--- src/rtl/ex_stage_pipe.sv ---
// ---------------------------------------------------------------------------
// ex_stage_pipe
//
// Pipelined execute stage sitting between the ID/EX register and MEM.
// Computes the ALU result and resolves the next PC (jump-register, jump,
// conditional branch with selectable BEQ/BNE sense, or fall-through), then
// presents both in a registered EX/MEM output slot guarded by a valid/ready
// handshake. Multiplies run on an iterative shift-add unit that holds
// inReady low until the product has been written into the slot.
//
// Parameters:
//   DATA_W     datapath width (32 or 64)
//   MUL_STEPS  shift-add iterations per multiply (1..DATA_W, must divide
//              DATA_W evenly; each step consumes DATA_W/MUL_STEPS bits)
//
// Ports:
//   clk, rst_n       clock, asynchronous active-low reset
//   inValid/inReady  upstream handshake (accept = inValid && inReady)
//   incrPC           PC+4 of the instruction
//   regA, regB       rs / rt operands
//   extImm           sign-extended immediate
//   target           J-type target field
//   funct            R-type function field
//   aluOp            00 add, 01 sub, 10 decode funct, 11 or
//   aluSrc           1 selects extImm as operand B
//   branch/branchNe  conditional branch, 1 = BNE sense
//   jump, jumpR      J-type jump, jump to regA
//   flush            kill the output slot and any in-flight multiply
//   outReady         downstream accepts the slot
//   outValid         slot holds a result
//   aluResult        registered result
//   redirectValid    registered: instruction changes the PC
//   redirectPC       registered next PC
// ---------------------------------------------------------------------------
module ex_stage_pipe #(
    parameter int unsigned DATA_W    = 32,
    parameter int unsigned MUL_STEPS = DATA_W
) (
    input  logic              clk,
    input  logic              rst_n,
    input  logic              inValid,
    output logic              inReady,
    input  logic [DATA_W-1:0] incrPC,
    input  logic [DATA_W-1:0] regA,
    input  logic [DATA_W-1:0] regB,
    input  logic [DATA_W-1:0] extImm,
    input  logic [25:0]       target,
    input  logic [5:0]        funct,
    input  logic [1:0]        aluOp,
    input  logic              aluSrc,
    input  logic              branch,
    input  logic              branchNe,
    input  logic              jump,
    input  logic              jumpR,
    input  logic              flush,
    input  logic              outReady,
    output logic              outValid,
    output logic [DATA_W-1:0] aluResult,
    output logic              redirectValid,
    output logic [DATA_W-1:0] redirectPC
);

    localparam int unsigned STEP_BITS = DATA_W / MUL_STEPS;
    localparam int unsigned CNT_W     = $clog2(MUL_STEPS + 1);

    localparam logic [CNT_W-1:0] LAST_STEP = CNT_W'(MUL_STEPS - 1);

    // FSM encoding
    localparam logic [1:0] IDLE = 2'd0;
    localparam logic [1:0] MUL  = 2'd1;
    localparam logic [1:0] DONE = 2'd2;

    localparam logic [5:0] FN_MULT = 6'h18;
    localparam logic [5:0] FN_ADD  = 6'h20;
    localparam logic [5:0] FN_SUB  = 6'h22;
    localparam logic [5:0] FN_AND  = 6'h24;
    localparam logic [5:0] FN_OR   = 6'h25;
    localparam logic [5:0] FN_SLT  = 6'h2A;

    logic [1:0]        state;
    logic [CNT_W-1:0]  stepCnt;

    // Multiplier working registers: mulA is the shifted multiplicand,
    // mulB the remaining multiplier bits, mulAcc the partial product.
    logic [DATA_W-1:0] mulA;
    logic [DATA_W-1:0] mulB;
    logic [DATA_W-1:0] mulAcc;
    logic [DATA_W-1:0] mulPC;

    logic [DATA_W-1:0] opB;
    logic [DATA_W-1:0] diff;
    logic [DATA_W-1:0] aluComb;
    logic [DATA_W-1:0] nextPC;
    logic [DATA_W-1:0] stepA;
    logic [DATA_W-1:0] stepB;
    logic [DATA_W-1:0] stepAcc;
    logic              zero;
    logic              sltBit;
    logic              branchTaken;
    logic              redirComb;
    logic              isMult;
    logic              slotFree;
    logic              accept;

    // ------------------------------------------------------------------
    // Handshake
    // ------------------------------------------------------------------
    assign slotFree = !outValid || outReady;
    assign inReady  = (state == IDLE) && slotFree && !flush;
    assign accept   = inValid && inReady;

    // ------------------------------------------------------------------
    // ALU
    // ------------------------------------------------------------------
    assign opB    = aluSrc ? extImm : regB;
    assign diff   = regA - opB;
    assign zero   = (diff == '0);
    assign sltBit = $signed(regA) < $signed(opB);

    always_comb begin
        aluComb = regA + opB;
        isMult  = 1'b0;
        case (aluOp)
            2'b00: aluComb = regA + opB;
            2'b01: aluComb = diff;
            2'b11: aluComb = regA | opB;
            default: begin
                case (funct)
                    FN_ADD:  aluComb = regA + opB;
                    FN_SUB:  aluComb = diff;
                    FN_AND:  aluComb = regA & opB;
                    FN_OR:   aluComb = regA | opB;
                    FN_SLT:  aluComb = {{(DATA_W-1){1'b0}}, sltBit};
                    FN_MULT: isMult  = 1'b1;
                    default: aluComb = regA + opB;
                endcase
            end
        endcase
    end

    // ------------------------------------------------------------------
    // Next-PC resolution, priority jumpR > jump > taken branch > incrPC
    // ------------------------------------------------------------------
    assign branchTaken = branch && (branchNe ? !zero : zero);

    always_comb begin
        nextPC    = incrPC;
        redirComb = 1'b0;
        if (jumpR) begin
            nextPC    = regA;
            redirComb = 1'b1;
        end else if (jump) begin
            nextPC    = {incrPC[DATA_W-1:28], target, 2'b00};
            redirComb = 1'b1;
        end else if (branchTaken) begin
            nextPC    = incrPC + {extImm[DATA_W-3:0], 2'b00};
            redirComb = 1'b1;
        end
    end

    // ------------------------------------------------------------------
    // One multiplier step: consume STEP_BITS low bits of mulB. Shifting
    // copies instead of indexing keeps the loop free of variable selects.
    // ------------------------------------------------------------------
    always_comb begin
        stepAcc = mulAcc;
        stepA   = mulA;
        stepB   = mulB;
        for (int unsigned i = 0; i < STEP_BITS; i++) begin
            if (stepB[0]) begin
                stepAcc = stepAcc + stepA;
            end
            stepA = stepA << 1;
            stepB = stepB >> 1;
        end
    end

    // ------------------------------------------------------------------
    // Output slot and multiply FSM
    // ------------------------------------------------------------------
    always_ff @(posedge clk or negedge rst_n) begin
        if (!rst_n) begin
            state         <= IDLE;
            stepCnt       <= '0;
            mulA          <= '0;
            mulB          <= '0;
            mulAcc        <= '0;
            mulPC         <= '0;
            outValid      <= 1'b0;
            redirectValid <= 1'b0;
            aluResult     <= '0;
            redirectPC    <= '0;
        end else if (flush) begin
            outValid      <= 1'b0;
            redirectValid <= 1'b0;
            state         <= IDLE;
            stepCnt       <= '0;
        end else begin
            case (state)
                IDLE: begin
                    // A single-cycle accept reloads the slot on the same
                    // edge that retires its previous contents.
                    if (accept && !isMult) begin
                        outValid      <= 1'b1;
                        aluResult     <= aluComb;
                        redirectValid <= redirComb;
                        redirectPC    <= nextPC;
                    end else if (outValid && outReady) begin
                        outValid      <= 1'b0;
                        redirectValid <= 1'b0;
                    end
                    if (accept && isMult) begin
                        mulA    <= regA;
                        mulB    <= opB;
                        mulAcc  <= '0;
                        mulPC   <= incrPC;
                        stepCnt <= '0;
                        state   <= MUL;
                    end
                end
                MUL: begin
                    if (outValid && outReady) begin
                        outValid      <= 1'b0;
                        redirectValid <= 1'b0;
                    end
                    mulAcc  <= stepAcc;
                    mulA    <= stepA;
                    mulB    <= stepB;
                    stepCnt <= stepCnt + 1'b1;
                    if (stepCnt == LAST_STEP) begin
                        state <= DONE;
                    end
                end
                DONE: begin
                    if (slotFree) begin
                        outValid      <= 1'b1;
                        aluResult     <= mulAcc;
                        redirectValid <= 1'b0;
                        redirectPC    <= mulPC;
                        state         <= IDLE;
                    end
                end
                default: begin
                    state   <= IDLE;
                    stepCnt <= '0;
                end
            endcase
        end
    end

endmodule

--- config.mk ---
export PLATFORM = sky130hd
export DESIGN_NAME = ex_stage_pipe
export DESIGN_NICKNAME = d
export VERILOG_FILES = /design/src/rtl/ex_stage_pipe.sv
export SDC_FILE = /design/constraint.sdc
export NUM_CORES = 1
export LEC_CHECK = 0
export ABC_AREA = 1
export ABC_CLOCK_PERIOD_IN_PS = 3400
export CAP_MARGIN = 20
export CORE_MARGIN = 4
export CORE_UTILIZATION = 55
export CTS_BUF_LIST = sky130_fd_sc_hd__clkbuf_8
export DETAILED_ROUTE_END_ITERATION = 8
export PLACE_DENSITY = 0.75
export RECOVER_POWER = 100
export SYNTH_ARGS = -nofsm -noshare
export SYNTH_HDL_FRONTEND = slang
export SYNTH_SLANG_ARGS = --single-unit
export TNS_END_PERCENT = 10
--- constraint.sdc ---
create_clock -name clk -period 3.4 [get_ports clk]
set_clock_uncertainty 0.1 [all_clocks]
set_input_delay 0.34 -clock clk [delete_from_list [all_inputs] [get_ports clk]]
set_output_delay 0.34 -clock clk [all_outputs]
set_load 0.01 [all_outputs]
# Word level (Yosys, flattened, before mapping)
# Index checks and enable logic that the tools add are counted.
dict set report classes {
  n_reduce_logical 26
  muxes 43
  n_lt_le_gt_ge 1
  add_sub_neg 5
  n_eq_ne 18
  n_bitwise 3
}
# operator count
set ops {}
lappend ops {{32-bit 2-to-1 mux} 12}
lappend ops {{32-bit one-hot mux with 2 select lines} 5}
lappend ops {{32-bit one-hot mux with 4 select lines} 1}
lappend ops {{32-bit adder} 3}
lappend ops {{32-bit one-hot mux with 3 select lines} 1}
lappend ops {{32-bit AND} 1}
lappend ops {{32-bit logical NOT} 1}
lappend ops {{32-bit less-than comparator} 1}
lappend ops {{32-bit bitwise OR} 1}
lappend ops {{32-bit subtractor} 1}
lappend ops {{6-bit equality test, second input constant} 4}
lappend ops {{6-bit one-hot mux with 3 select lines} 1}
lappend ops {{1-bit 2-to-1 mux} 14}
lappend ops {{6-bit by 5-bit equality test with 1-bit output, second input constant} 2}
lappend ops {{6-bit 2-to-1 mux} 2}
lappend ops {{3-bit AND reduction} 3}
lappend ops {{2-bit 2-to-1 mux} 4}
lappend ops {{4-bit AND reduction} 2}
lappend ops {{1-bit logical AND} 7}
lappend ops {{6-bit by 1-bit adder with 6-bit output, second input constant} 1}
lappend ops {{2-bit != test, second input constant} 3}
lappend ops {{3-bit != test, second input constant} 2}
lappend ops {{1-bit one-hot mux with 3 select lines} 2}
lappend ops {{2-bit one-hot mux with 3 select lines} 1}
lappend ops {{other kinds (12)} 21}
dict set report word_totals {
  input_bits 172
  out_inout_bits 67
  word_cells 106
  reg_bits 202
}

# Depth between registers and ports, before layout
dict set report depth {
  word_depth 12
  depth_mapped 31
  mapped_depth_nobuf 30
}

# Worst setup path after synthesis
# Ideal clock, no wire load.
dict set report synth_path {
  path_type {input-to-reg}
  from {input aluSrc}
  to {register redirectPC[10]}
  n_path_buf 3
  setup_time_ps 116
  arrival_ps 3589
  slack_ps -405
  required_time_ps 3184
  stages 28
  path_cell_list {clkbuf_1 -> clkbuf_1 -> nand2_1 -> o21ai_0 -> inv_1 -> ha_1 -> fa_1 -> inv_1 -> or2_2 -> nor2_1 -> nand3_1 -> nor2_1 -> nand3_1 -> nor2_1 -> nand3_1 -> nor2_1 -> nand2_1 -> nor2_2 -> nand2_1 -> nand2_2 -> nand3_4 -> buf_6 -> nand3_2 -> nand3_1 -> nand2_1 -> nand2_1 -> nand2_1 -> nand2_1}
}
dict set report synth_via {
  elab_chain_len 11
}
# item line_no
set synth_rtl {}
lappend synth_rtl {{start, declared} 50} ;# input logic aluSrc,
lappend synth_rtl {{32-bit 2-to-1 mux *} 115} ;# assign opB = aluSrc ? extImm : regB;
lappend synth_rtl {{32-bit subtractor *} 116} ;# assign diff = regA - opB;
lappend synth_rtl {{32-bit logical NOT *} 117} ;# assign zero = (diff == '0);
lappend synth_rtl {{1-bit logical NOT} 144} ;# assign branchTaken = branch && (branchNe ? !zero : zero);
lappend synth_rtl {{1-bit 2-to-1 mux *} 144}
lappend synth_rtl {{1-bit logical AND *} 144}
lappend synth_rtl {{32-bit 2-to-1 mux *} 155} ;# end else if (branchTaken) begin
lappend synth_rtl {{32-bit 2-to-1 mux *} 152} ;# end else if (jump) begin
lappend synth_rtl {{32-bit 2-to-1 mux *} 149} ;# if (jumpR) begin
lappend synth_rtl {{32-bit 2-to-1 mux *} 203} ;# if (accept && !isMult) begin
lappend synth_rtl {{32-bit one-hot mux with 2 select lines *} 199} ;# case (state)
lappend synth_rtl {{end signal, assigned} 207} ;# redirectPC <= nextPC;
lappend synth_rtl {{end signal, assigned} 239} ;# redirectPC <= mulPC;
lappend synth_rtl {{end, declared} 60} ;# output logic [DATA_W-1:0] redirectPC
# Mark *: on every way between the ends. The rest lies on a longest branch, timed or not. The select of a mux whose other input is x is not followed.
# A chain may end at the register's enable or synchronous reset.

# Worst setup path after layout
dict set report layout_path {
  from {input extImm[24]}
  to {register redirectPC[13]}
}
dict set report layout_via {
  elab_chain_len 11
}
# item line_no
set layout_rtl {}
lappend layout_rtl {{start, declared} 46} ;# input logic [DATA_W-1:0] extImm,
lappend layout_rtl {{32-bit 2-to-1 mux *} 115}
lappend layout_rtl {{32-bit subtractor *} 116}
lappend layout_rtl {{32-bit logical NOT *} 117}
lappend layout_rtl {{1-bit logical NOT} 144}
lappend layout_rtl {{1-bit 2-to-1 mux *} 144}
lappend layout_rtl {{1-bit logical AND *} 144}
lappend layout_rtl {{32-bit 2-to-1 mux *} 155}
lappend layout_rtl {{32-bit 2-to-1 mux *} 152}
lappend layout_rtl {{32-bit 2-to-1 mux *} 149}
lappend layout_rtl {{32-bit 2-to-1 mux *} 203}
lappend layout_rtl {{32-bit one-hot mux with 2 select lines *} 199}
# Marks and branches as above.

==> impl_metrics.yaml <==
status:
  outcome: "finished with violations"
  violations: "DRC, capacitance limit, slew limit, setup timing"
drt:
  drt_iter0_drc: 3147
  drt_first_pass_iters: 9
  wl_per_cell_um: 22.3
  routed_via_density: 6.08
  num_vias: 26400
  routed_wl_um: 96800
  drc: 5
  detail-route-antenna-nets: 0
timing:
  finalSetupTns_ns: -4.67
  max_slew_margin: -0.700
  rsz0062_at_grt: "yes"
  slew_viol_final: 96
  finalSetupViolCount: 34
  min_period_over_period: 1.06
  worst_pin_slew_ns: 2.55
  fmax_mhz: 276
  fin_ws_ns: -0.219
  fin_crit_ns: 3.62
  hold_viol: 0
critical_path:
  cpMaxStageDelayCell: "clkdlybuf4s50_1"
  cp_common_cell: "nand2_1"
  crit_type: "input port to flop"
  crit_path_start_kind: "input port"
  critPathMaxFanout: 8
  end_kind: "flop"
  cp_data_arrival_time_ns: 4.04
  cp.required_ns: 3.82
  slowest_delay_ns: 0.48
final_layout:
  nNetsFinal: 4204
  fillCellCount: 2560
  stdcell_area_um2: 29100
  drive_above_1_share: 0.249
  syn_to_final_growth_pct: 43.5
  final-instance-count-excl-fill: 4344
  antenna_cells: 0
logic_synthesis:
  synth_cell_types: 58
  syn_area_um2: 20300
  netlist_instances: 3138
  syn_area_per_cell_um2: 6.47
  synth_ff_type: "dfrtp_1"
  synth_edf_count: 0
  ys_seq_area_frac: 0.249
  ys_ff_latch: 202
  synth_warnings: 0
  synthArstFlopShare: 1.00
  synth_nets: 3492
clock_network:
  cts-root-buf: "clkbuf_8"
  cts.sinks: 202
  clockBufferDepth: 3
  tritoncts.num_buffers: 39
  h-tree-depth: 2
  cts_tree: "done"
  clock_latency_ns: 0.65
  clkSlewWorstSetupHoldPaths_ns: 0.06
power:
  power_density_nw_per_um2: 562
  leakage_nw: 15.3
  vdd_drop_max_uv: 376
floorplan:
  die_y_um: 200
  die_x_um: 200
  fp-row-count: 70
  initial_core_util: 0.556
  core_area_um2: 36500
  die_area_um2: 40100
  io_pins: 239
placed_design:
  place_inst: 4228
  dp_hpwl_um: 73700
  numPortBuffers: 238
  place.gp.congestion: 1.13
  dpl_cell_area_um2: 26700
run:
  drv_cap: 1
grt:
  grt_overflow: 0
  grt_pass1_wl_um: 144000
  antenna_found_initial: 2
  grt_max_degree: 97
  grt_use_total: 0.454
  grt_pass1_vias: 25800
min_path:
  hold_class: "input port to flop"
==> critical path: cells and delay by family <==
family	cells	cell delay, ns
AOI/OAI and AO/OA	3	0.47
and+or+nand+nor	20	1.83
adders and majority gates	1	0.35
buffers and inverters	4	1.04
==> state kept, by name, indices dropped and copies added, names as in the netlist, 2 cells and up <==
signal      cells
mulB           32
aluResult      32
mulPC          32
mulA           32
state           2
stepCnt         6
redirectPC     32
mulAcc         32
==> final timing paths <==
kind | from | endpoint | slack [ns] | cells after the start
worst max-delay path | extImm[24] | redirectPC[13]$_DFFE_PN0P_ | -0.22 | 28
worst min-delay path | regA[7] | mulA[7]$_DFFE_PN0P_ | 0.22 | 4
worst max register to register | mulA[0]$_DFFE_PN0P_ | mulAcc[20]$_DFFE_PN0P_ | 0.04 | 18
worst min register to register | aluResult[30]$_DFFE_PN0P_ | aluResult[30]$_DFFE_PN0P_ | 0.38 | 2
max in group asynchronous | rst_n | aluResult[16]$_DFFE_PN0P_ | 0.51 | 3
min in group asynchronous | rst_n | mulB[20]$_DFFE_PN0P_ | 0.86 | 2
==> layout make-up <==
class	count	area, µm²	share of cell area
Sequential cell	202	5050	0.174
Timing Repair Buffer	792	6840	0.235
Tap cell	468	586	0.0201
Clock inverter	21	126	0.00434
Multi-Input combinational cell	2407	14400	0.493
Clock buffer	46	633	0.0217
Inverter	408	1540	0.0528
==> logic make-up after synthesis <==
family | Yosys count | share of synthesized area
adder cells (fa/ha/maj) | 182 | 0.114
flip-flops | 202 | 0.249
AND/OR/NAND/NOR | 1514 | 0.315
XOR/XNOR | 64 | 0.0280
AO/OA/AOI/OAI | 622 | 0.178
buffers and inverters | 529 | 0.103
multiplexers | 25 | 0.0139
==> repair_timing <==
| action | CTS | global route |
|---|---|---|
| endpoints found under the setup margin | 46 | 54 |
| resized for setup | 134 | 242 |
| hold endpoints to repair | 92 | 0 |
| pin swaps | 46 | 105 |
| setup buffers | 29 | 17 |
| hold buffers | 1 | 0 |
| cloned | 3 | 0 |
==> routing by layer <==
| layer | up-vias | track usage | routed length, µm |
|---|---|---|---|
| met3 | 560 | 0.114 | 11700 |
| met5 | - | 0 | 25 |
| li1 | 11700 | - | - |
| met4 | 4 | 0.348 | 9720 |
| met2 | 1989 | 0.700 | 41500 |
| met1 | 12200 | 0.545 | 33800 |
==> per-stage QoR <==
stage	power, W	hold WS [ns]	setup slack [ns]	utilization
after floorplan	0.00905	-0.0556	0.00913	-
after global placement	0.0128	0.283	-1.06	0.731
after detailed placement	0.0131	0.296	-1.06	0.731
after CTS	0.0159	0.220	-0.0484	0.772
after global routing	0.0173	0.194	-0.311	0.798
final	0.0164	0.216	-0.219	0.798
==> cells in the final DEF, fill, tap and decap left out, types with 73 or more instances in the layout <==
| cell | netlist | layout |
|---|---|---|
| dfrtp_1 | 202 | 202 |
| nand2_1 | 928 | 867 |
| a31oi_1 | 73 | 73 |
| a21oi_1 | 224 | 210 |
| buf_4 | 5 | 521 |
| nor2_1 | 294 | 256 |
| o21ai_0 | 172 | 137 |
| ha_1 | 178 | 145 |
| inv_1 | 382 | 369 |
| clkdlybuf4s50_1 | 0 | 149 |
| nand3_1 | 130 | 104 |
==> report_power, final <==
| part | internal (W) | leakage [nW] | total [W] | switching (W) |
|---|---|---|---|---|
| combinational | 0.00391 | 12.3 | 0.00979 | 0.00588 |
| clock | 0.00131 | 0.435 | 0.00254 | 0.00123 |
| sequential | 0.00333 | 2.53 | 0.00404 | 0.000709 |
| total | 0.00855 | 15.3 | 0.0164 | 0.00782 |
==> synthesized netlist by cell type (all sizes together), types with 2 or more instances <==
cell,count,area share
a211oi,2,0.00074
a21boi,8,0.0030
a21o,5,0.0018
a21oi,229,0.058
a221oi,7,0.0030
a31oi,73,0.022
and2,6,0.0020
buf,31,0.011
clkbuf,90,0.017
clkinv,10,0.0019
dfrtp,202,0.25
fa,4,0.0039
ha,178,0.11
inv,398,0.074
mux2,25,0.014
nand2,941,0.18
nand3,161,0.048
nand4,52,0.016
nor2,318,0.063
nor3,26,0.0069
nor4,4,0.0012
o2111ai,5,0.0022
o211ai,19,0.0070
o21a,8,0.0030
o21ai,180,0.045
o21bai,10,0.0037
o221ai,30,0.013
o22ai,31,0.0096
o311ai,2,0.00086
o31ai,9,0.0033
or2,4,0.0012
xnor2,18,0.0078
xor2,46,0.020
(Power assumes the default switching activity.)
